File: config.mk
export PLATFORM = sky130hd
export DESIGN_NAME = pipe_hazard_ctrl_flat
export DESIGN_NICKNAME = d
export VERILOG_FILES = /design/src/rtl/pipe_hazard_ctrl_if.sv /design/src/rtl/pipe_hazard_ctrl.sv /design/src/flat_wrapper.sv
export SDC_FILE = /design/constraint.sdc
export NUM_CORES = 1
export LEC_CHECK = 0
export ABC_AREA = 1
export BUFFER_PORTS_ARGS = -buffer_cell sky130_fd_sc_hd__buf_2
export CAP_MARGIN = 10
export CORE_ASPECT_RATIO = 0.8
export CORE_MARGIN = 2
export CORE_UTILIZATION = 53
export DETAILED_ROUTE_END_ITERATION = 10
export PLACE_DENSITY = 0.75
export SLEW_MARGIN = 20
export SYNTH_ARGS = -nofsm -noshare
export SYNTH_HDL_FRONTEND = slang
export SYNTH_SLANG_ARGS = --single-unit
export TNS_END_PERCENT = 20
File: constraint.sdc
create_clock -name clk -period 3.4 [get_ports clk]
set_input_delay 0.34 -clock clk [delete_from_list [all_inputs] [get_ports clk]]
set_output_delay 0.34 -clock clk [all_outputs]
set_load 0.1 [all_outputs]
File: src/rtl/pipe_hazard_ctrl_if.sv
// Handshake bundle between the RV32I datapath and the hazard/flow-control unit.
// The datapath (master) supplies decode/memory status; the unit (slave) returns enables, valids and selects.
interface pipe_hazard_ctrl_if #(
    parameter int unsigned CNTW = 32
);
    logic            imem_resp;
    logic [4:0]      id_rs1;
    logic [4:0]      id_rs2;
    logic            id_use_rs1;
    logic            id_use_rs2;
    logic [4:0]      id_rd;
    logic            id_wr;
    logic            id_is_load;
    logic            dmem_req;
    logic            dmem_resp;
    logic            br_taken;

    logic            pc_load;
    logic            pc_redirect;
    logic            if_id_load;
    logic            id_exe_load;
    logic            exe_mem_load;
    logic            mem_wb_load;
    logic            v_id;
    logic            v_exe;
    logic            v_mem;
    logic            v_wb;
    logic [1:0]      fwd_a_sel;
    logic [1:0]      fwd_b_sel;
    logic [CNTW-1:0] stall_cnt;
    logic [CNTW-1:0] flush_cnt;

    modport master (
        output imem_resp, id_rs1, id_rs2, id_use_rs1, id_use_rs2, id_rd, id_wr,
               id_is_load, dmem_req, dmem_resp, br_taken,
        input  pc_load, pc_redirect, if_id_load, id_exe_load, exe_mem_load, mem_wb_load,
               v_id, v_exe, v_mem, v_wb, fwd_a_sel, fwd_b_sel, stall_cnt, flush_cnt
    );

    modport slave (
        input  imem_resp, id_rs1, id_rs2, id_use_rs1, id_use_rs2, id_rd, id_wr,
               id_is_load, dmem_req, dmem_resp, br_taken,
        output pc_load, pc_redirect, if_id_load, id_exe_load, exe_mem_load, mem_wb_load,
               v_id, v_exe, v_mem, v_wb, fwd_a_sel, fwd_b_sel, stall_cnt, flush_cnt
    );
endinterface

File: src/rtl/pipe_hazard_ctrl.sv
// Hazard and flow-control unit for the 5-stage RV32I pipeline: stage valids, destination
// shadow, stall/flush/bubble control, EXE forwarding selects and performance counters.
module pipe_hazard_ctrl #(
    parameter bit          FWD_EN   = 1'b1,
    parameter int unsigned BR_STAGE = 2,
    parameter int unsigned CNTW     = 32
) (
    input  logic              clk,
    input  logic              rst_n,
    pipe_hazard_ctrl_if.slave bus
);
    localparam int unsigned RW = 5;

    typedef struct packed {
        logic [RW-1:0] rd;
        logic          wr;
    } meta_t;

    logic            v_id_q, v_id_d, v_exe_q, v_exe_d, v_mem_q, v_mem_d, v_wb_q, v_wb_d;
    meta_t           exe_meta_q, exe_meta_d, mem_meta_q, mem_meta_d, wb_meta_q, wb_meta_d;
    logic            exe_is_load_q, exe_is_load_d;
    logic [RW-1:0]   exe_rs1_q, exe_rs1_d, exe_rs2_q, exe_rs2_d;
    logic [CNTW-1:0] stall_cnt_q, stall_cnt_d, flush_cnt_q, flush_cnt_d;

    logic exe_wr_c, mem_wr_c, wb_wr_c;
    logic hit_exe_c, hit_mem_c, hit_wb_c;
    logic mem_stall_c, br_hit_c, data_haz_c, stall_inc_c, flush_inc_c;
    logic pc_load_c, pc_redirect_c, if_id_load_c, id_exe_load_c, exe_mem_load_c, mem_wb_load_c;
    logic [1:0] fwd_a_c, fwd_b_c;

    // A stage is a writer only when it holds a live instruction targeting a non-x0 register
    assign exe_wr_c = v_exe_q && exe_meta_q.wr && (exe_meta_q.rd != '0);
    assign mem_wr_c = v_mem_q && mem_meta_q.wr && (mem_meta_q.rd != '0);
    assign wb_wr_c  = v_wb_q  && wb_meta_q.wr  && (wb_meta_q.rd  != '0);

    assign hit_exe_c = exe_wr_c && ((bus.id_use_rs1 && (bus.id_rs1 == exe_meta_q.rd)) ||
                                    (bus.id_use_rs2 && (bus.id_rs2 == exe_meta_q.rd)));
    assign hit_mem_c = mem_wr_c && ((bus.id_use_rs1 && (bus.id_rs1 == mem_meta_q.rd)) ||
                                    (bus.id_use_rs2 && (bus.id_rs2 == mem_meta_q.rd)));
    assign hit_wb_c  = wb_wr_c  && ((bus.id_use_rs1 && (bus.id_rs1 == wb_meta_q.rd)) ||
                                    (bus.id_use_rs2 && (bus.id_rs2 == wb_meta_q.rd)));

    assign mem_stall_c = v_mem_q && bus.dmem_req && !bus.dmem_resp;
    assign br_hit_c    = bus.br_taken && ((BR_STAGE == 3) ? v_mem_q : v_exe_q);
    assign data_haz_c  = v_id_q && (FWD_EN ? ((hit_exe_c && exe_is_load_q) || hit_wb_c)
                                           : (hit_exe_c || hit_mem_c || hit_wb_c));

    // Prioritised stall/flush resolution: mem_stall > br_flush > data_haz > if_stall
    always_comb begin
        pc_load_c      = 1'b1;
        pc_redirect_c  = 1'b0;
        if_id_load_c   = 1'b1;
        id_exe_load_c  = 1'b1;
        exe_mem_load_c = 1'b1;
        mem_wb_load_c  = 1'b1;
        v_id_d         = bus.imem_resp;
        v_exe_d        = v_id_q;
        v_mem_d        = v_exe_q;
        v_wb_d         = v_mem_q;
        stall_inc_c    = 1'b0;
        flush_inc_c    = 1'b0;
        if (mem_stall_c) begin
            pc_load_c      = 1'b0;
            if_id_load_c   = 1'b0;
            id_exe_load_c  = 1'b0;
            exe_mem_load_c = 1'b0;
            v_id_d         = v_id_q;
            v_exe_d        = v_exe_q;
            v_mem_d        = v_mem_q;
            v_wb_d         = 1'b0;
            stall_inc_c    = 1'b1;
        end else if (br_hit_c) begin
            pc_redirect_c = 1'b1;
            v_id_d        = 1'b0;
            v_exe_d       = 1'b0;
            if (BR_STAGE == 3) begin
                v_mem_d = 1'b0;
            end
            flush_inc_c = 1'b1;
        end else if (data_haz_c) begin
            pc_load_c    = 1'b0;
            if_id_load_c = 1'b0;
            v_id_d       = v_id_q;
            v_exe_d      = 1'b0;
            stall_inc_c  = 1'b1;
        end else if (!bus.imem_resp) begin
            pc_load_c   = 1'b0;
            stall_inc_c = 1'b1;
        end
    end

    // Shadow metadata follows the pipeline-register load enables
    always_comb begin
        exe_meta_d    = exe_meta_q;
        exe_is_load_d = exe_is_load_q;
        exe_rs1_d     = exe_rs1_q;
        exe_rs2_d     = exe_rs2_q;
        mem_meta_d    = mem_meta_q;
        wb_meta_d     = wb_meta_q;
        if (id_exe_load_c) begin
            exe_meta_d    = '{rd: bus.id_rd, wr: bus.id_wr};
            exe_is_load_d = bus.id_is_load;
            exe_rs1_d     = bus.id_rs1;
            exe_rs2_d     = bus.id_rs2;
        end
        if (exe_mem_load_c) begin
            mem_meta_d = exe_meta_q;
        end
        if (mem_wb_load_c) begin
            wb_meta_d = mem_meta_q;
        end
    end

    // Saturating counters
    always_comb begin
        stall_cnt_d = stall_cnt_q;
        flush_cnt_d = flush_cnt_q;
        if (stall_inc_c && (stall_cnt_q != '1)) begin
            stall_cnt_d = stall_cnt_q + CNTW'(1);
        end
        if (flush_inc_c && (flush_cnt_q != '1)) begin
            flush_cnt_d = flush_cnt_q + CNTW'(1);
        end
    end

    // EXE operand forwarding, MEM result preferred over WB
    always_comb begin
        fwd_a_c = 2'd0;
        fwd_b_c = 2'd0;
        if (FWD_EN) begin
            if (mem_wr_c && (mem_meta_q.rd == exe_rs1_q)) begin
                fwd_a_c = 2'd1;
            end else if (wb_wr_c && (wb_meta_q.rd == exe_rs1_q)) begin
                fwd_a_c = 2'd2;
            end
            if (mem_wr_c && (mem_meta_q.rd == exe_rs2_q)) begin
                fwd_b_c = 2'd1;
            end else if (wb_wr_c && (wb_meta_q.rd == exe_rs2_q)) begin
                fwd_b_c = 2'd2;
            end
        end
    end

    always_ff @(posedge clk or negedge rst_n) begin
        if (!rst_n) begin
            v_id_q        <= 1'b0;
            v_exe_q       <= 1'b0;
            v_mem_q       <= 1'b0;
            v_wb_q        <= 1'b0;
            exe_meta_q    <= '0;
            mem_meta_q    <= '0;
            wb_meta_q     <= '0;
            exe_is_load_q <= 1'b0;
            exe_rs1_q     <= '0;
            exe_rs2_q     <= '0;
            stall_cnt_q   <= '0;
            flush_cnt_q   <= '0;
        end else begin
            v_id_q        <= v_id_d;
            v_exe_q       <= v_exe_d;
            v_mem_q       <= v_mem_d;
            v_wb_q        <= v_wb_d;
            exe_meta_q    <= exe_meta_d;
            mem_meta_q    <= mem_meta_d;
            wb_meta_q     <= wb_meta_d;
            exe_is_load_q <= exe_is_load_d;
            exe_rs1_q     <= exe_rs1_d;
            exe_rs2_q     <= exe_rs2_d;
            stall_cnt_q   <= stall_cnt_d;
            flush_cnt_q   <= flush_cnt_d;
        end
    end

    assign bus.pc_load      = pc_load_c;
    assign bus.pc_redirect  = pc_redirect_c;
    assign bus.if_id_load   = if_id_load_c;
    assign bus.id_exe_load  = id_exe_load_c;
    assign bus.exe_mem_load = exe_mem_load_c;
    assign bus.mem_wb_load  = mem_wb_load_c;
    assign bus.v_id         = v_id_q;
    assign bus.v_exe        = v_exe_q;
    assign bus.v_mem        = v_mem_q;
    assign bus.v_wb         = v_wb_q;
    assign bus.fwd_a_sel    = fwd_a_c;
    assign bus.fwd_b_sel    = fwd_b_c;
    assign bus.stall_cnt    = stall_cnt_q;
    assign bus.flush_cnt    = flush_cnt_q;
endmodule

File: src/flat_wrapper.sv
// flat-port wrapper written by rule: the top's interface ports become plain ports
module pipe_hazard_ctrl_flat 
#(
    parameter bit          FWD_EN   = 1'b1,
    parameter int unsigned BR_STAGE = 2,
    parameter int unsigned CNTW     = 32
)
  (clk, rst_n, bus_imem_resp, bus_id_rs1, bus_id_rs2, bus_id_use_rs1, bus_id_use_rs2, bus_id_rd, bus_id_wr, bus_id_is_load, bus_dmem_req, bus_dmem_resp, bus_br_taken, bus_pc_load, bus_pc_redirect, bus_if_id_load, bus_id_exe_load, bus_exe_mem_load, bus_mem_wb_load, bus_v_id, bus_v_exe, bus_v_mem, bus_v_wb, bus_fwd_a_sel, bus_fwd_b_sel, bus_stall_cnt, bus_flush_cnt);
  pipe_hazard_ctrl_if #(.CNTW(CNTW)) bus_i ();
  input  logic clk;
  input  logic rst_n;
  input wire logic [$bits(bus_i.imem_resp)-1:0] bus_imem_resp;
  input wire logic [$bits(bus_i.id_rs1)-1:0] bus_id_rs1;
  input wire logic [$bits(bus_i.id_rs2)-1:0] bus_id_rs2;
  input wire logic [$bits(bus_i.id_use_rs1)-1:0] bus_id_use_rs1;
  input wire logic [$bits(bus_i.id_use_rs2)-1:0] bus_id_use_rs2;
  input wire logic [$bits(bus_i.id_rd)-1:0] bus_id_rd;
  input wire logic [$bits(bus_i.id_wr)-1:0] bus_id_wr;
  input wire logic [$bits(bus_i.id_is_load)-1:0] bus_id_is_load;
  input wire logic [$bits(bus_i.dmem_req)-1:0] bus_dmem_req;
  input wire logic [$bits(bus_i.dmem_resp)-1:0] bus_dmem_resp;
  input wire logic [$bits(bus_i.br_taken)-1:0] bus_br_taken;
  output wire logic [$bits(bus_i.pc_load)-1:0] bus_pc_load;
  output wire logic [$bits(bus_i.pc_redirect)-1:0] bus_pc_redirect;
  output wire logic [$bits(bus_i.if_id_load)-1:0] bus_if_id_load;
  output wire logic [$bits(bus_i.id_exe_load)-1:0] bus_id_exe_load;
  output wire logic [$bits(bus_i.exe_mem_load)-1:0] bus_exe_mem_load;
  output wire logic [$bits(bus_i.mem_wb_load)-1:0] bus_mem_wb_load;
  output wire logic [$bits(bus_i.v_id)-1:0] bus_v_id;
  output wire logic [$bits(bus_i.v_exe)-1:0] bus_v_exe;
  output wire logic [$bits(bus_i.v_mem)-1:0] bus_v_mem;
  output wire logic [$bits(bus_i.v_wb)-1:0] bus_v_wb;
  output wire logic [$bits(bus_i.fwd_a_sel)-1:0] bus_fwd_a_sel;
  output wire logic [$bits(bus_i.fwd_b_sel)-1:0] bus_fwd_b_sel;
  output wire logic [$bits(bus_i.stall_cnt)-1:0] bus_stall_cnt;
  output wire logic [$bits(bus_i.flush_cnt)-1:0] bus_flush_cnt;
  assign bus_i.imem_resp = bus_imem_resp;
  assign bus_i.id_rs1 = bus_id_rs1;
  assign bus_i.id_rs2 = bus_id_rs2;
  assign bus_i.id_use_rs1 = bus_id_use_rs1;
  assign bus_i.id_use_rs2 = bus_id_use_rs2;
  assign bus_i.id_rd = bus_id_rd;
  assign bus_i.id_wr = bus_id_wr;
  assign bus_i.id_is_load = bus_id_is_load;
  assign bus_i.dmem_req = bus_dmem_req;
  assign bus_i.dmem_resp = bus_dmem_resp;
  assign bus_i.br_taken = bus_br_taken;
  assign bus_pc_load = bus_i.pc_load;
  assign bus_pc_redirect = bus_i.pc_redirect;
  assign bus_if_id_load = bus_i.if_id_load;
  assign bus_id_exe_load = bus_i.id_exe_load;
  assign bus_exe_mem_load = bus_i.exe_mem_load;
  assign bus_mem_wb_load = bus_i.mem_wb_load;
  assign bus_v_id = bus_i.v_id;
  assign bus_v_exe = bus_i.v_exe;
  assign bus_v_mem = bus_i.v_mem;
  assign bus_v_wb = bus_i.v_wb;
  assign bus_fwd_a_sel = bus_i.fwd_a_sel;
  assign bus_fwd_b_sel = bus_i.fwd_b_sel;
  assign bus_stall_cnt = bus_i.stall_cnt;
  assign bus_flush_cnt = bus_i.flush_cnt;
  pipe_hazard_ctrl #(.FWD_EN(FWD_EN), .BR_STAGE(BR_STAGE), .CNTW(CNTW)) u_core (.clk(clk), .rst_n(rst_n), .bus(bus_i));
endmodule
==> results of run 1 <==
-- kinds of logic (layout without fill, tap and decap cells) --
family,count (synthesis),after routing,synth area share (%)
and+or+nand+nor,444,444,35.28
buffers and inverters,111,217,8.287
adders and majority gates,2,2,0.4578
other,1,1,0.06862
AOI/OAI and AO/OA,25,25,2.358
DFF,97,97,44.41
xor gates and xnor gates,57,57,9.135
-- stage by stage --
stage	total power, mW	utilization (%)	setup slack [ps]	cell area (um2)
4_1_cts	3.711	63.45	788.6	6445
6_report	3.695	63.45	775.1	6445
2_1_floorplan	2.395	-	-398.5	5503
3_5_place_dp	2.633	60.29	1095	6123
5_1_grt	3.862	63.45	616.9	6445
3_3_place_gp	2.608	60.29	1135	6123
-- flip-flops by register name, summed over array words and instances, names as in the netlist --
register / count
u_core.bus.flush_cnt: 32
u_core.bus.stall_cnt: 32
u_core.mem_meta_q: 6
u_core.bus.v_exe: 1
u_core.exe_rs2_q: 5
u_core.exe_rs1_q: 5
u_core.exe_is_load_q: 1
u_core.bus.v_mem: 1
u_core.bus.v_wb: 1
u_core.exe_meta_q: 6
u_core.wb_meta_q: 6
u_core.bus.v_id: 1
-- cells in the final DEF, fill, tap and decap left out, drive strengths merged --
master       instances
nand2              256
buf                105
dfrtp               97
inv                 96
nand3               71
nor2                69
xor2                33
nor3                26
xnor2               24
o21ai               23
nand4               13
clkbuf              12
nor4                 9
ha                   2
bufinv               2
o211ai               1
o22ai                1
conb                 1
clkinv               1
dlygate4sd3          1
-- power breakdown --
part / switching [mW] / internal (mW) / total, mW
logic: 0.955 / 0.233 / 1.19
clock network: 0.420 / 0.660 / 1.08
registers: 0.153 / 1.27 / 1.43
total: 1.53 / 2.17 / 3.70
-- final timing paths --
path,slack [ps],end,depth (start not counted)
min reg2reg,420,u_core.wb_meta_q[0]$_DFF_PN0_,0
max reg2reg,1080,u_core.bus.stall_cnt[6]$_DFFE_PN0P_,14
min,200,u_core.exe_is_load_q$_DFFE_PN0N_,3
min in group asynchronous,490,u_core.bus.flush_cnt[30]$_DFFE_PN0P_,2
max in group asynchronous,2060,u_core.bus.stall_cnt[20]$_DFFE_PN0P_,3
max,780,bus_pc_load,10
-- what timing repair did --
action	CTS	global route
hold buffers	1	0
hold endpoints to repair	35	0
setup buffers	0	0
-- cell type report --
type,count,area share (%)
repair buffers,106,8.503
clock buffers,12,3.824
clock inverters,3,1.010
multi-input cells,529,40.69
inverters,96,5.591
well taps,140,2.718
flip-flops and latches,97,37.66
-- critical path: stages, from the launching register on --
cell and delay (ps):
dfrtp_1 450, nor2_1 130, nand4_1 110, nand3_1 160, inv_1 60, nand2_1 120
nand2_1 100, nand3_1 110, nand3_2 110, inv_1 150, buf_2 440
-- Yosys cell counts, drive strengths merged --
cell,number
ha,2
inv,96
nand2,256
nor3,26
clkbuf,5
o21ai,23
xor2,33
buf,10
xnor2,24
nand3,71
o22ai,1
dfrtp,97
o211ai,1
conb,1
nand4,13
nor2,69
nor4,9
-- routing by layer --
metal	up-vias	part of all wire, %
met1	2425	48
met5	-	0
met4	0	1.8
met3	20	5.1
li1	2506	-
met2	150	45
==> impl_metrics.yaml, run 1 <==
run_status:
  run_status: "completed"
detailed_routing:
  wl_per_cell_um: 13.66
  drtIter0Drc: 443
  ant_nets: 0
  drc: 0
  routed_wirelength_um: 13430
  viasPerCell: 5.189
  drt_first_pass_iters: 5
  routed-via-count: 5101
sta:
  slew_headroom_pct: 60.72
  post-route-min-period_ps: 2625
  whs_ps: 198.4
  setup_viol: 0
  slew_violations: 0
  fin_tns_setup_ps: 0
  min_period_over_period_pct: 77.20
  finalHoldViolCount: 0
  max_freq_mhz: 381.0
  tightest_slew_ps: 588.6
  skew_ps: 6.233
  rsz0062_at_grt: "no"
clock_network:
  cts_resized: 0
  clk_path_buf_depth: 2
  cts_tree: "built"
  root_buffer: "clkbuf_16"
  path_clk_slew_ps: 60
  cts_max_level: 3
  clkLatencyLatePin_ps: 340
  cts.sink_count: 97
  numCtsBuffers: 9
hold_path:
  hold_path.class: "in -> reg"
  holdCritStartpoint: "bus_id_is_load"
global_routing:
  grt_max_degree: 50
  grt_pass1_wl_um: 22750
  grt_overflow_total: 0
  grt_pass1_vias: 4713
  track_usage_pct: 25.34
  use_met3_pct: 4.891
  met2_usage_pct: 39.57
  antenna_found_initial: 0
  gr-usage-met1_pct: 36.07
  grt_busiest_layer: "met2"
floorplan:
  dieArea_mm2: 0.01114
  die_width_um: 117.5
  coreArea_mm2: 0.01016
  rows: 33
  io_pins: 103
  die_y_um: 94.83
  start_util_pct: 53.81
setup_path:
  endpoint_kind: "output pin"
  path_max_fanout: 6
  worstPathArrival_ps: 2280
  worst_setup_path_start_kind: "flip-flop"
  reg2reg_from: "u_core.wb_meta_q[5]$_DFF_PN0_"
  worst-setup-path-type: "reg -> out"
  critPathRequiredTime_ps: 3060
  startpoint: "u_core.wb_meta_q[2]$_DFF_PN0_"
placement:
  numPortBuffers: 101
  dp.cells: 967
  place_congestion: 0.9197
  dpl.hpwl_um: 10060
job:
  drv_cap: 0
layout:
  nFillCells: 935
  seqCellArea_mm2: 0.002427
  drive_above_1_share_pct: 17.44
  final_cells: 983
  layout.nets: 866
  diodes: 0
  multi_input_area_mm2: 0.002623
  syn_to_final_growth_pct: 17.93
power:
  power_leakage_nw: 3.426
  powerDensity_mw_per_mm2: 573.4
  vdd_drop_max_mv: 0.8203
synthesis:
  ys_types: 27
  synth_cells: 737
  synth.avg_cell_area_um2: 7.416
  ys_warn_count: 0
  ys_seq_elements: 97
  yosysSeqAreaShare_pct: 44.41
  ys_top_cells_by_area: "dfrtp_1 (44%), nand2_1 (17%), nand3_1 (6.2%)"
  syn_area_mm2: 0.005465
  synth_top_cell_by_area: "dfrtp_1"
  syn_nets: 764
  synth_top_area_share_pct: 44.41
Power figures use the tool's default switching activity.
==> inputs of run 2 (changes only) <==
- clock period: 3.4 -> 2.7 ns (I/O delays scaled with it)
==> run 2 against run 1 <==
  * Register-to-register slack worse by 630 ps
  * Count of clock-buffer cells in the layout unchanged
  * Hold slack lost 180 ps
  * Via count is 0.20% lower
  * Combinational power is 27% higher
  * Sequential power rose by 26%
  * First-iteration DRC count is 17% lower
  * Critical endpoint unchanged
  * Largest power group unchanged
  * Highest routed layer unchanged
==> impl_metrics.yaml, run 2 (same netlist as run 1, synthesis figures left out) <==
hold_path:
  hold_path.class: "in -> async"
layout:
  syn_to_final_growth_pct: 18.73
  final_common_cell: "nand2_1"
  nFillCells: 911
  drive_above_1_share_pct: 18.36
  diodes: 0
  layout.nets: 866
  final_cell_mix: "nand2_1 (250), buf_2 (100), dfrtp_1 (95)"
  final_cell_area_mm2: 0.006489
  final_cells: 984
  seqCellArea_mm2: 0.002432
  multi_input_area_mm2: 0.002648
  final_core_util_pct: 63.88
power:
  powerDensity_mw_per_mm2: 718.6
  swShare_pct: 42.08
  power_frac_clock_pct: 29.0
  vdd_drop_max_mv: 0.8165
  internal_power_mw: 2.701
  totalPowerFinal_mw: 4.663
  power_leakage_nw: 3.442
  seqPwrFrac_pct: 38.7
  p_switching_mw: 1.962
  p_comb_share_pct: 32.3
floorplan:
  rows: 33
  start_util_pct: 53.81
  dieArea_mm2: 0.01114
  die_width_um: 117.5
  die_y_um: 94.83
  coreArea_mm2: 0.01016
  io_pins: 103
global_routing:
  track_usage_pct: 25.45
  grt_overflow_total: 0
  grt_pass1_wl_um: 22720
  grt_max_degree: 63
  antenna_found_initial: 0
  grt_pass1_vias: 4756
setup_path:
  critPathRequiredTime_ps: 2430
  worst_setup_path_start_kind: "flip-flop"
  worst-setup-path-type: "reg -> out"
  worstPathArrival_ps: 2240
  path_max_fanout: 6
  endpoint_kind: "output pin"
detailed_routing:
  drt_first_pass_iters: 5
  routed-via-count: 5091
  viasPerCell: 5.174
  drc: 0
  routed_wirelength_um: 13680
  drtIter0Drc: 367
  wl_per_cell_um: 13.91
  ant_nets: 0
sta:
  fin_tns_setup_ps: 0
  slew_headroom_pct: 46.14
  post-route-min-period_ps: 2509
  min_period_over_period_pct: 92.93
  setup_slack_ps: 190.9
  whs_ps: 13.73
  finalHoldViolCount: 0
  rsz0062_at_grt: "no"
  tightest_slew_ps: 807.9
  setup_viol: 0
  max_freq_mhz: 398.5
  skew_ps: 6.376
  slew_violations: 0
clock_network:
  cts_resized: 0
  cts_max_level: 3
  cts-hold-fix-buffers: 0
  clkLatencyLatePin_ps: 340
  root_buffer: "clkbuf_16"
  numCtsBuffers: 9
  cts.sink_count: 97
  path_clk_slew_ps: 70
  cts_setup_buffers: 0
  cts_tree: "built"
  clk_path_buf_depth: 2
job:
  drv_cap: 0
placement:
  placed_area_mm2: 0.006173
  place_ws_ps: 483.7
  dp.cells: 968
  place_congestion: 0.9281
  numPortBuffers: 101
  dpl.hpwl_um: 10160
run_status:
  run_status: "completed"
-- run 2: layout make-up --
type                            instances  area share [%]
Timing Repair Buffer                  106           8.600
Inverter                               96           5.553
Clock buffer                           12           4.107
Sequential cell                        97           37.49
Tap cell                              140           2.700
Clock inverter                          4          0.7520
Multi-Input combinational cell        529           40.80
-- run 2: power groups by stage --
| stage | clock [mW] | sequential, mW | combinational, mW |
|---|---|---|---|
| 5_1_grt | 1.42 | 1.83 | 1.61 |
| 6_report | 1.35 | 1.80 | 1.51 |
| 3_5_place_dp | 0 | 1.83 | 1.50 |
| 4_1_cts | 1.37 | 1.80 | 1.51 |
| 2_1_floorplan | 0 | 2.45 | 0.579 |
| 3_3_place_gp | 0 | 1.81 | 1.48 |
-- run 2: path summary, 6_finish.rpt --
check | from | end | slack (ps) | cells past startpoint
max | u_core.wb_meta_q[2]$_DFF_PN0_ | bus_pc_load | 190 | 10
min | rst_n | u_core.bus.flush_cnt[31]$_DFFE_PN0P_ | 10 | 1
max reg2reg | u_core.wb_meta_q[2]$_DFF_PN0_ | u_core.bus.stall_cnt[2]$_DFFE_PN0P_ | 450 | 12
min reg2reg | u_core.mem_meta_q[0]$_DFFE_PN0N_ | u_core.wb_meta_q[0]$_DFF_PN0_ | 410 | 0
max in group asynchronous | rst_n | u_core.bus.stall_cnt[13]$_DFFE_PN0P_ | 2020 | 2
min in group clk | bus_id_is_load | u_core.exe_is_load_q$_DFFE_PN0N_ | 120 | 3
-- run 2: per-layer routing --
metal / GRT usage, % / share of wire [%]
met3: 5.737 / 5.5
met4: 7.530 / 1.5
met5: 0 / 0
met1: 34.57 / 47
met2: 41.33 / 46
-- run 2: critical path: stages (launching register included) --
cell and delay [ps]:
dfrtp_1 450, nor2_1 150, nand4_1 90, nand3_1 210
inv_1 80, nand2_1 110, nand2_1 100, nand3_1 90
nand3_2 80, inv_1 110, buf_2 430
